===== config.mk =====
export PLATFORM = sky130hd
export DESIGN_NAME = free_list
export DESIGN_NICKNAME = d
export VERILOG_FILES = /design/src/rtl/free_list.sv
export SDC_FILE = /design/constraint.sdc
export NUM_CORES = 1
export LEC_CHECK = 0
export CORE_MARGIN = 2
export CORE_UTILIZATION = 50
export CTS_CLUSTER_SIZE = 14
export DETAILED_ROUTE_END_ITERATION = 8
export DONT_BUFFER_PORTS = 1
export HOLD_SLACK_MARGIN = 0.06
export PLACE_DENSITY = 0.68
export SLEW_MARGIN = 20
export SYNTH_ARGS = -nofsm -noshare
export SYNTH_HDL_FRONTEND = slang
export SYNTH_SLANG_ARGS = --single-unit

===== constraint.sdc =====
create_clock -name clk -period 10.1 [get_ports clk]
set_clock_uncertainty 0.1 [all_clocks]
set_input_delay 2.02 -clock clk [delete_from_list [all_inputs] [get_ports clk]]
set_output_delay 2.02 -clock clk [all_outputs]
set_load 0.02 [all_outputs]

===== src/rtl/free_list.sv =====
// ============================================================================
// free_list : circular free list of physical register indices for OoO rename
//             (optional checker: FREELIST_CHECK_EN)  -- rev 1.0
// ============================================================================
`default_nettype none

module free_list #(
  parameter int PHYS_REG_BITS = 6,
  parameter int NUM_PHYS_REGS = 64,
  parameter int NUM_ARCH_REGS = 32
) (
  input  logic                                              clk,
  input  logic                                              rst,
  input  logic                                              dequeue,
  output logic [PHYS_REG_BITS-1:0]                          deq_pd,
  output logic                                              empty,
  input  logic                                              commit_we,
  input  logic [PHYS_REG_BITS-1:0]                          commit_old_pd,
  input  logic                                              global_branch_signal,
  output logic [$clog2(NUM_PHYS_REGS-NUM_ARCH_REGS):0]      free_count,
  output logic                                              error
);

  localparam int DEPTH = NUM_PHYS_REGS - NUM_ARCH_REGS;
  localparam int IDX_W = $clog2(DEPTH);
  localparam int PTR_W = IDX_W + 1;

  logic [PHYS_REG_BITS-1:0] mem_q [DEPTH];
  logic [PHYS_REG_BITS-1:0] mem_d [DEPTH];
  logic [PTR_W-1:0]         head_q, head_d;
  logic [PTR_W-1:0]         rhead_q, rhead_d;
  logic [PTR_W-1:0]         tail_q, tail_d;
  logic                     error_q, error_d;
  logic                     deq_fire, overflow, commit_ok;
  logic                     double_free;

  // Pointers carry a wrap bit above the index so full and empty differ.
  function automatic logic [PTR_W-1:0] ptr_inc(input logic [PTR_W-1:0] p);
    if (p[IDX_W-1:0] == IDX_W'(DEPTH - 1)) return {~p[PTR_W-1], {IDX_W{1'b0}}};
    return p + PTR_W'(1);
  endfunction

  function automatic logic [PTR_W-1:0] ptr_diff(input logic [PTR_W-1:0] a,
                                                input logic [PTR_W-1:0] b);
    logic [PTR_W-1:0] ai;
    logic [PTR_W-1:0] bi;
    ai = {1'b0, a[IDX_W-1:0]};
    bi = {1'b0, b[IDX_W-1:0]};
    if (a[PTR_W-1] != b[PTR_W-1]) ai = ai + PTR_W'(DEPTH);
    return ai - bi;
  endfunction

  assign empty      = (head_q == tail_q);
  assign deq_pd     = mem_q[head_q[IDX_W-1:0]];
  assign free_count = ptr_diff(tail_q, head_q);
  assign error      = error_q;

  // A commit into a completely free list is only legal when the same cycle
  // also allocates, since the slot being overwritten is the one consumed.
  always_comb begin
    deq_fire  = dequeue && !empty && !global_branch_signal;
    overflow  = commit_we && (free_count == PTR_W'(DEPTH)) && !deq_fire;
    commit_ok = commit_we && !overflow && !double_free;
    error_d   = error_q | overflow | double_free;
    mem_d     = mem_q;
    head_d    = head_q;
    rhead_d   = rhead_q;
    tail_d    = tail_q;
    if (commit_ok) begin
      mem_d[tail_q[IDX_W-1:0]] = commit_old_pd;
      tail_d                   = ptr_inc(tail_q);
      rhead_d                  = ptr_inc(rhead_q);
    end
    if (global_branch_signal) begin
      head_d = rhead_d;
    end else if (deq_fire) begin
      head_d = ptr_inc(head_q);
    end
  end

  always_ff @(posedge clk) begin
    if (rst) begin
      for (int i = 0; i < DEPTH; i++) begin
        mem_q[i] <= PHYS_REG_BITS'(NUM_ARCH_REGS + i);
      end
      head_q  <= '0;
      rhead_q <= '0;
      tail_q  <= {1'b1, {IDX_W{1'b0}}};
      error_q <= 1'b0;
    end else begin
      mem_q   <= mem_d;
      head_q  <= head_d;
      rhead_q <= rhead_d;
      tail_q  <= tail_d;
      error_q <= error_d;
    end
  end

`ifdef FREELIST_CHECK_EN
  localparam logic [NUM_PHYS_REGS-1:0] BITMAP_RST =
      {{DEPTH{1'b1}}, {NUM_ARCH_REGS{1'b0}}};

  logic [NUM_PHYS_REGS-1:0] bitmap_q, bitmap_d;
  int                       rh_idx, live_cnt, off;

  assign double_free = commit_we &&
                       ((commit_old_pd == '0) || bitmap_q[commit_old_pd]);

  // On flush the free set is exactly the slots in [retire_head, tail).
  always_comb begin
    bitmap_d = bitmap_q;
    rh_idx   = int'(rhead_d[IDX_W-1:0]);
    live_cnt = int'(ptr_diff(tail_d, rhead_d));
    off      = 0;
    if (global_branch_signal) begin
      bitmap_d = '0;
      for (int j = 0; j < DEPTH; j++) begin
        off = (j >= rh_idx) ? (j - rh_idx) : (j + DEPTH - rh_idx);
        if (off < live_cnt) bitmap_d[mem_d[j]] = 1'b1;
      end
    end else begin
      if (deq_fire)  bitmap_d[deq_pd]        = 1'b0;
      if (commit_ok) bitmap_d[commit_old_pd] = 1'b1;
    end
  end

  always_ff @(posedge clk) begin
    if (rst) bitmap_q <= BITMAP_RST;
    else     bitmap_q <= bitmap_d;
  end
`else
  assign double_free = 1'b0;
`endif

endmodule

`default_nettype wire

==> results of run 1 <==
==> cell type report <==
cell class              count  area [um^2]
flip-flops and latches    211         4229
fillers                  1614         8359
well taps                 260        325.3
multi-input cells         674         5099
repair buffers              7        52.55
inverters                  13        48.80
clock inverters             3        40.04
clock buffers              34        676.9
==> kinds of logic (layout without fill, tap and decap cells) <==
kind of cell,Yosys count,after routing
AO/OA/AOI/OAI,177,177
XOR/XNOR,8,8
adder cells (fa/ha/maj),15,15
buffers and inverters,91,57
flip-flops,211,211
multiplexers,154,154
AND/OR/NAND/NOR,320,320
==> Yosys cell counts (9+ instances only) <==
master / count
nor2_1: 123
ha_1: 14
dfxtp_1: 211
a21oi_1: 121
mux2i_1: 94
nand2_1: 54
a21oi_2: 27
nor3_1: 111
buf_1: 15
mux4_2: 60
inv_1: 9
clkbuf_1: 55
==> where the power goes <==
group / internal, mW / switching, mW / leakage, nW
combinational: 0.0557 / 0.102 / 1.38
sequential: 0.840 / 0.0121 / 1.71
clock: 0.483 / 0.327 / 0.354
==> state kept, by name (all words and copies together) (netlist names) <==
signal,cells
head_q,6
rhead_q,6
tail_q,6
error,1
mem_q,192
==> routing by layer <==
layer	vias to the layer above	global-route usage [%]	wire [um]
li1	3430	-	-
met2	233	36.89	10840
met3	38	4.259	1575
met4	0	6.253	590
met5	-	0	0
met1	3407	33.15	10590
==> worst reg2reg max path, delay by kind of cell, from the launching register on <==
family                   cells  cell delay, ns
AO/OA/AOI/OAI                2            1.08
buffers and inverters        2            0.96
adder cells (fa/ha/maj)      1            0.66
XOR/XNOR                     1            0.63
flip-flops                   1            0.37
AND/OR/NAND/NOR              3            0.29
multiplexers                 1            0.27
==> through the flow <==
stage / cell area [um^2] / std cells / setup slack [ns]
after global routing: 10470 / 1202 / 4.195
after CTS: 10470 / 1202 / 4.486
after global placement: 9749 / 1165 / 5.068
after detailed placement: 9754 / 1165 / 5.026
after floorplan: 9667 / 976 / 5.212
final: 10470 / 1202 / 4.469
==> worst max path at each step <==
stage	slack (ns)	cells past startpoint	start	endpoint
6_report	4.47	7	head_q[3]$_SDFFE_PP0P_	free_count[5]
5_1_grt	4.20	7	head_q[3]$_SDFFE_PP0P_	free_count[5]
4_1_cts	4.49	7	head_q[3]$_SDFFE_PP0P_	free_count[5]
3_5_place_dp	5.03	7	head_q[3]$_SDFFE_PP0P_	free_count[5]
3_3_place_gp	5.07	7	head_q[3]$_SDFFE_PP0P_	free_count[5]
2_1_floorplan	5.21	11	head_q[1]$_SDFFE_PP0P_	free_count[5]
==> impl_metrics.tcl, run 1 <==
set metrics [dict create \
    grt_usage_pct 23.37 \
    path_buf_inv 2 \
    place_hpwl_mm 14.79 \
    synth_top_area_cell "dfxtp_1" \
    tritoncts "done" \
    utilization_pct 55.61 \
    synthSimpleGateAreaFrac_pct 15.05 \
    drive_gt1_share_pct 14.97 \
    ant_nets 0 \
    portBuffers 0 \
    first_global_vias 6610 \
    clkSlewWorstSetupHoldPaths_ns 0.06 \
    die_height_um 143.0 \
    min_from "mem_q[122]$_SDFFE_PP0P_" \
    holdBufCountCts 0 \
    drv_cap 0 \
    ys_async_sr_fraction_pct 0 \
    gp_congestion 0.8727 \
    cts_resized 0 \
    htreeDepth 1 \
    clock_sinks 211 \
    fin_nets 955 \
    wirelength_mm 23.59 \
    worst_setup_path_end_kind "primary output" \
    yosys.area.top_type_share_pct 43.70 \
    critical_path.top_delay_family "buffers and inverters" \
    worstPathMaxFanout 36 \
    synth-compound-area-share_pct 11.05 \
    avgSynthCellArea_um2 9.904 \
    netlist_area_um2 9667 \
    crit_path_start_kind "flop" \
    yosysSeqAreaShare_pct 43.70 \
    synth_fa_ha_area_share_pct 2.019 \
    pwr_density_cell_nw_per_um2 173.8 \
    synthXorXnorAreaFrac_pct 0.8025 \
    period_share_pct 55.75 \
    arrival_ns 3.51 \
    setup_viol 0 \
    setup_tns_ns 0 \
    synth_top_family_by_area "multiplexers" \
    clk_latency_ns 0.50 \
    drv_slew 0 \
    areaGrowthSynthToFinish_pct 8.323 \
    cts_buffer_depth 3 \
    crit_chain "clkinv_1, ha_1, o21ai_0, a21oi_1, o41ai_1, nor2_1, inv_2" \
    design.die.area_um2 20460 \
    top_level_ports 25 \
    postCtsSetupRepairBufs 0 \
    core_area_um2 18830 \
    worstSetupPathType "flop to primary output" \
    dr_total_vias 7108 \
    cpMaxStageDelayCell "inv_2" \
    yosys_register_bits 211 \
    status "finished clean" \
    layout_commonest_cell "dfxtp_1" \
    syn_inst 976 \
    netlist_top_cells_area "dfxtp_1 (44%), mux4_2 (14%), mux2i_1 (9.7%), a21oi_1 (6.3%), nor3_1 (5.7%)" \
    synth_ff_type "dfxtp_1" \
    ys_warn_count 0 \
    worst_pin_slew_ns 1.069 \
    antenna_found_initial 0 \
    die_x_um 143.0 \
    drt-initial-drc-count 635 \
    worstRegToRegCells 10 \
    r2r-start "head_q[3]$_SDFFE_PP0P_" \
    cpPeakStageDelay_ns 0.73 \
    holdPathStages 2 \
    numCtsBuffers 22 \
    min_path_type "flop to flop" \
    grt_max_degree 216 \
    regToRegEndpoint "mem_q[51]$_SDFFE_PP0P_" \
    final_hold_viol_count 0 \
    post_drt_wl_per_cell_um 19.63 \
    holdPathEnd "mem_q[122]$_SDFFE_PP0P_" \
    reg2reg_slack_ns 5.62 \
    fp-row-count 50 \
    grt_pass1_wl_mm 37.33 \
    maxSlewHeadroom_pct 28.71 \
    power_leakage_nw 3.447 \
    initial_core_util_pct 51.34 \
    synth_cell_types 50 \
    drc 0 \
    grt_overflow_total 0 \
    ir_drop_uv 99.49 \
    via_per_inst 5.913 \
    cts_root_buffer "clkbuf_16" \
    layout_common_cells "dfxtp_1 (209), a21oi_1 (121), nor2_1 (119), nor3_1 (111), mux2i_1 (94)" \
    synth_edf_count 0 \
    rsz0062_at_grt "false" \
    finalPower_mw 1.820 \
    synthMuxAreaShare_pct 23.71 \
    dr.pass1.iters 5 \
    fmax_ghz 0.1776 \
    required_ns 7.98 \
    synth_fp_nets 1002 \
    holdWs_ns 0.3926 \
    diodes 0 \
    period_needed_ns 5.631 \
]
No activity file was read; power rests on OpenSTA's default activity.
==> run 2, diff against run 1 <==
clock period = 5.8 ns   (was 10.1 ns; I/O delays follow)
==> run 2 against run 1 <==
Net effect: die area unchanged; hold slack got worse by 0.0015 ns; first-iteration DRC count grew 0.79%; register-to-register slack worse by 3.9 ns; largest cell class unchanged; setup slack got worse by 3.3 ns; largest power group unchanged.
==> impl_metrics.tcl, run 2 (synthesis results as in run 1) <==
set metrics [dict create \
    status "finished clean" \
    maxSlewHeadroom_pct 30.82 \
    worst_pin_slew_ns 1.037 \
    place_hpwl_mm 14.70 \
    period_share_pct 80.31 \
    clock_sinks 211 \
    design.die.area_um2 20460 \
    rsz0062_at_grt "false" \
    worstSetupPathType "flop to primary output" \
    die_height_um 143.0 \
    critical_path.top_delay_family "buffers and inverters" \
    ant_nets 0 \
    fin_nets 958 \
    required_ns 4.54 \
    layout_common_cells "dfxtp_1 (209), a21oi_1 (121), nor2_1 (120), nor3_1 (111), mux2i_1 (94)" \
    largest_register_ffs 192 \
    dr_total_vias 7110 \
    core_area_um2 18830 \
    drv_cap 0 \
    dr.pass1.iters 5 \
    pwr_density_cell_nw_per_um2 302.1 \
    first_global_vias 6457 \
    numCtsBuffers 23 \
    post-place-ws_ns 1.677 \
    cts_resized 0 \
    cpPeakStageDelay_ns 0.83 \
    power_leakage_nw 3.465 \
    path_buf_inv 2 \
    drv_slew 0 \
    ir_drop_uv 228.0 \
    post_drt_wl_per_cell_um 19.52 \
    portBuffers 0 \
    cts_buffer_depth 3 \
    drt-initial-drc-count 640 \
    gp_congestion 0.8522 \
    period_needed_ns 4.658 \
    holdWs_ns 0.3910 \
    clk_latency_ns 0.50 \
    setup_viol 0 \
    final_hold_viol_count 0 \
    utilization_pct 55.75 \
    cts_root_buffer "clkbuf_16" \
    finalPower_mw 3.171 \
    grt_pass1_wl_mm 37.04 \
    clkSlewWorstSetupHoldPaths_ns 0.06 \
    wirelength_mm 23.54 \
    crit_chain "inv_1, ha_1, o21ai_0, a21oi_1, o41ai_1, nor2_1, inv_2" \
    arrival_ns 3.40 \
    cpMaxStageDelayCell "dfxtp_1" \
    htreeDepth 1 \
    drc 0 \
    setup_tns_ns 0 \
    diodes 0 \
    min_path_type "flop to flop" \
    antenna_found_initial 0 \
    postCtsSetupRepairBufs 0 \
    die_x_um 143.0 \
    worst_setup_path_end_kind "primary output" \
    crit_path_start_kind "flop" \
    largest-register "mem_q" \
    grt_usage_pct 23.29 \
    worstPathMaxFanout 36 \
    areaGrowthSynthToFinish_pct 8.595 \
    grt_max_degree 216 \
    grt_overflow_total 0 \
    tritoncts "done" \
    holdBufCountCts 0 \
    top_level_ports 25 \
    fmax_ghz 0.2147 \
    finalWorstSetupSlack_ns 1.142 \
    layout_commonest_cell "dfxtp_1" \
    initial_core_util_pct 51.34 \
    drive_gt1_share_pct 15.22 \
    via_per_inst 5.896 \
    fp-row-count 50 \
]
-- run 2: cell count changes in the layout (fill, tap and decap cells not counted) --
cell      previous run  this run
inv_6                0         1
buf_4                7         9
clkinv_2             2         3
nor2_2               4         3
nor2_1             119       120
-- run 2: area by class of cell --
class                           count  area [um^2]
Multi-Input combinational cell    674         5096
Sequential cell                   211         4229
Fill cell                        1681         8333
Timing Repair Buffer                9        67.56
Inverter                           13        48.80
Clock inverter                      5        53.80
Clock buffer                       34        676.9
Tap cell                          260        325.3
-- run 2: layer usage --
metal  up-vias  GRT usage [%]  share of wire, %
li1       3423              -                 -
met1      3473          33.32                45
met2       189          37.82                47
met3        25          3.521               6.0
met4         0          4.377               1.5
met5         -              0                 0
-- run 2: path summary, 6_finish.rpt --
check	startpoint	endpoint	slack [ns]	depth (start not counted)
max	head_q[2]$_SDFFE_PP0P_	free_count[5]	1.14	7
min	mem_q[75]$_SDFFE_PP0P_	mem_q[75]$_SDFFE_PP0P_	0.39	2
max reg2reg	head_q[2]$_SDFFE_PP0P_	mem_q[100]$_SDFFE_PP0P_	1.74	10
min reg2reg	mem_q[75]$_SDFFE_PP0P_	mem_q[75]$_SDFFE_PP0P_	0.39	2
-- run 2: power breakdown --
| group | leakage, nW | internal (mW) | switching, mW |
|---|---|---|---|
| clock | 0.363 | 0.846 | 0.565 |
| sequential | 1.71 | 1.46 | 0.0323 |
| combinational | 1.39 | 0.0978 | 0.168 |
-- run 2: through the flow --
stage | instance area (um^2) | cells
after global routing | 10500 | 1206
after detailed placement | 9767 | 1167
after CTS | 10500 | 1206
after global placement | 9767 | 1167
after floorplan | 9667 | 976
final | 10500 | 1206
-- run 2: tightest hold or removal path, stage by stage (launching register included) --
cell and delay (ns):
dfxtp_1 0.32, mux2i_1 0.06, nor2_1 0.07
==> run 3, diff against run 2 <==
PLACE_DENSITY = 0.71   (was 0.68)
clock period = 3.9 ns   (was 5.8 ns; I/O delays follow)
==> run 3 against run 2 <==
Net effect: routed wire length fell by 1.4%; critical path depth fell by 2; total power rose by 49%; critical path type unchanged; highest routed layer unchanged.
==> impl_metrics.tcl, run 3 (synthesis results as in run 1) <==
set metrics [dict create \
    fmax_ghz 0.2694 \
    status "finished clean" \
    htreeDepth 1 \
    cts_resized 0 \
    period_needed_ns 3.712 \
    portBuffers 0 \
    worst_setup_path_end_kind "primary output" \
    initial_core_util_pct 51.34 \
    min_from "global_branch_signal" \
    post-place-ws_ns 0.4529 \
    dr.pass1.iters 5 \
    regToRegEndpoint "mem_q[0]$_SDFFE_PP1P_" \
    worstPathMaxFanout 34 \
    r2r-start "tail_q[0]$_SDFFE_PP0P_" \
    grt_overflow_total 0 \
    worst_pin_slew_ns 1.032 \
    antenna_found_initial 0 \
    grt_pass1_wl_mm 36.89 \
    areaGrowthSynthToFinish_pct 9.617 \
    n_fill_cell 1592 \
    layout_common_cells "dfxtp_1 (209), a21oi_1 (121), nor2_1 (119), nor3_1 (111), mux2i_1 (94)" \
    grt_usage_pct 22.82 \
    largest-register "mem_q" \
    setup_viol 0 \
    largest_register_ffs 192 \
    holdBufCountCts 0 \
    dr_total_vias 7205 \
    required_ns 3.02 \
    ir_drop_uv 254.8 \
    wirelength_mm 23.21 \
    fin_nets 969 \
    postCtsSetupRepairBufs 0 \
    post_drt_wl_per_cell_um 19.07 \
    via_per_inst 5.920 \
    drive_gt1_share_pct 16.09 \
    cpMaxStageDelayCell "dfxtp_4" \
    drv_slew 0 \
    drv_cap 0 \
    die_x_um 143.0 \
    layout_commonest_cell "dfxtp_1" \
    min_path_type "primary input to flop" \
    maxSlewHeadroom_pct 31.15 \
    crit_chain "buf_12, mux4_2, mux4_2, nand2_1, nand2_1" \
    setup_tns_ns 0 \
    crit_path_start_kind "flop" \
    ant_nets 0 \
    utilization_pct 56.27 \
    critical_path.top_delay_family "multiplexers" \
    final_hold_viol_count 0 \
    place_hpwl_mm 14.56 \
    grt_max_degree 216 \
    clk_latency_ns 0.50 \
    clkSlewWorstSetupHoldPaths_ns 0.06 \
    gp_congestion 0.8402 \
    cts_buffer_depth 3 \
    worstRegToRegCells 10 \
    drt-initial-drc-count 574 \
    rsz0062_at_grt "false" \
    clock_sinks 211 \
    top_level_ports 25 \
    die_height_um 143.0 \
    drc 0 \
    worstSetupPathType "flop to primary output" \
    numCtsBuffers 23 \
    tritoncts "done" \
    first_global_vias 6726 \
    pwr_density_cell_nw_per_um2 444.8 \
    cpPeakStageDelay_ns 0.60 \
    reg2reg_slack_ns 0.45 \
    path_buf_inv 1 \
    holdWs_ns 0.2615 \
    cts_root_buffer "clkbuf_16" \
    design.die.area_um2 20460 \
    diodes 0 \
    period_share_pct 95.17 \
    arrival_ns 2.83 \
    power_leakage_nw 3.519 \
    holdPathEnd "head_q[1]$_SDFFE_PP0P_" \
    holdPathStages 1 \
    finalWorstSetupSlack_ns 0.1883 \
    core_area_um2 18830 \
    fp-row-count 50 \
]
==> run 3: cell types whose count changed in the layout (fill, tap and decap cells not counted) <==
cell       previous run  this run
buf_4                 9        18
buf_12                0         2
clkbuf_1              5         7
bufinv_16             1         0
clkbuf_16            23        24
clkinv_2              3         2
inv_6                 1         0
nor2_1              120       119
nor2_2                3         4
==> run 3: where the power goes <==
group | internal [mW] | switching (mW) | leakage, nW
clock | 1.23 | 0.832 | 0.355
combinational | 0.168 | 0.277 | 1.46
sequential | 2.18 | 0.0264 | 1.71
total | 3.58 | 1.14 | 3.52
==> run 3: final cells by class <==
class | instances | area, um^2 | area share [%]
clock buffers | 37 | 709.4 | 6.695
clock inverters | 2 | 10.01 | 0.09446
repair buffers | 20 | 175.2 | 1.653
flip-flops and latches | 211 | 4229 | 39.91
well taps | 260 | 325.3 | 3.070
inverters | 13 | 48.80 | 0.4605
multi-input cells | 674 | 5099 | 48.12
==> run 3: per-stage QoR <==
stage                     cells  cell area [um^2]  power (mW)
after floorplan             976              9667       2.617
after global placement     1178              9872       2.687
after detailed placement   1178              9874       2.692
after CTS                  1217             10590       4.747
after global routing       1217             10600       4.865
final                      1217             10600       4.713
==> run 3: per-layer routing <==
metal | vias up | share of wire (%) | track usage, %
met5 | - | 0 | 0
met4 | 0 | 2.7 | 6.097
met3 | 45 | 5.8 | 3.219
met2 | 200 | 47 | 37.80
met1 | 3504 | 45 | 31.46
li1 | 3456 | - | -
==> run 3: worst max-delay path by stage <==
| stage | start | to | slack, ns | cells after the start |
|---|---|---|---|---|
| 4_1_cts | head_q[0]$_SDFFE_PP0P_ | deq_pd[0] | 0.15 | 5 |
| 3_3_place_gp | head_q[0]$_SDFFE_PP0P_ | mem_q[2]$_SDFFE_PP1P_ | 0.54 | 9 |
| 5_1_grt | head_q[0]$_SDFFE_PP0P_ | deq_pd[3] | 0.08 | 5 |
| 2_1_floorplan | head_q[1]$_SDFFE_PP0P_ | mem_q[122]$_SDFFE_PP0P_ | 0.16 | 13 |
| 6_report | head_q[0]$_SDFFE_PP0P_ | deq_pd[3] | 0.19 | 5 |
| 3_5_place_dp | tail_q[0]$_SDFFE_PP0P_ | mem_q[0]$_SDFFE_PP1P_ | 0.45 | 10 |
==> run 3: worst register-to-register path: stages, from the launching register on <==
cell and delay [ns]:
dfxtp_1 0.43, inv_1 0.15, ha_1 0.23, fa_1 0.49
inv_1 0.12, or4_4 0.59, nor4_4 0.23, buf_12 0.27
a21oi_4 0.16, and3_1 0.35, mux2i_1 0.16
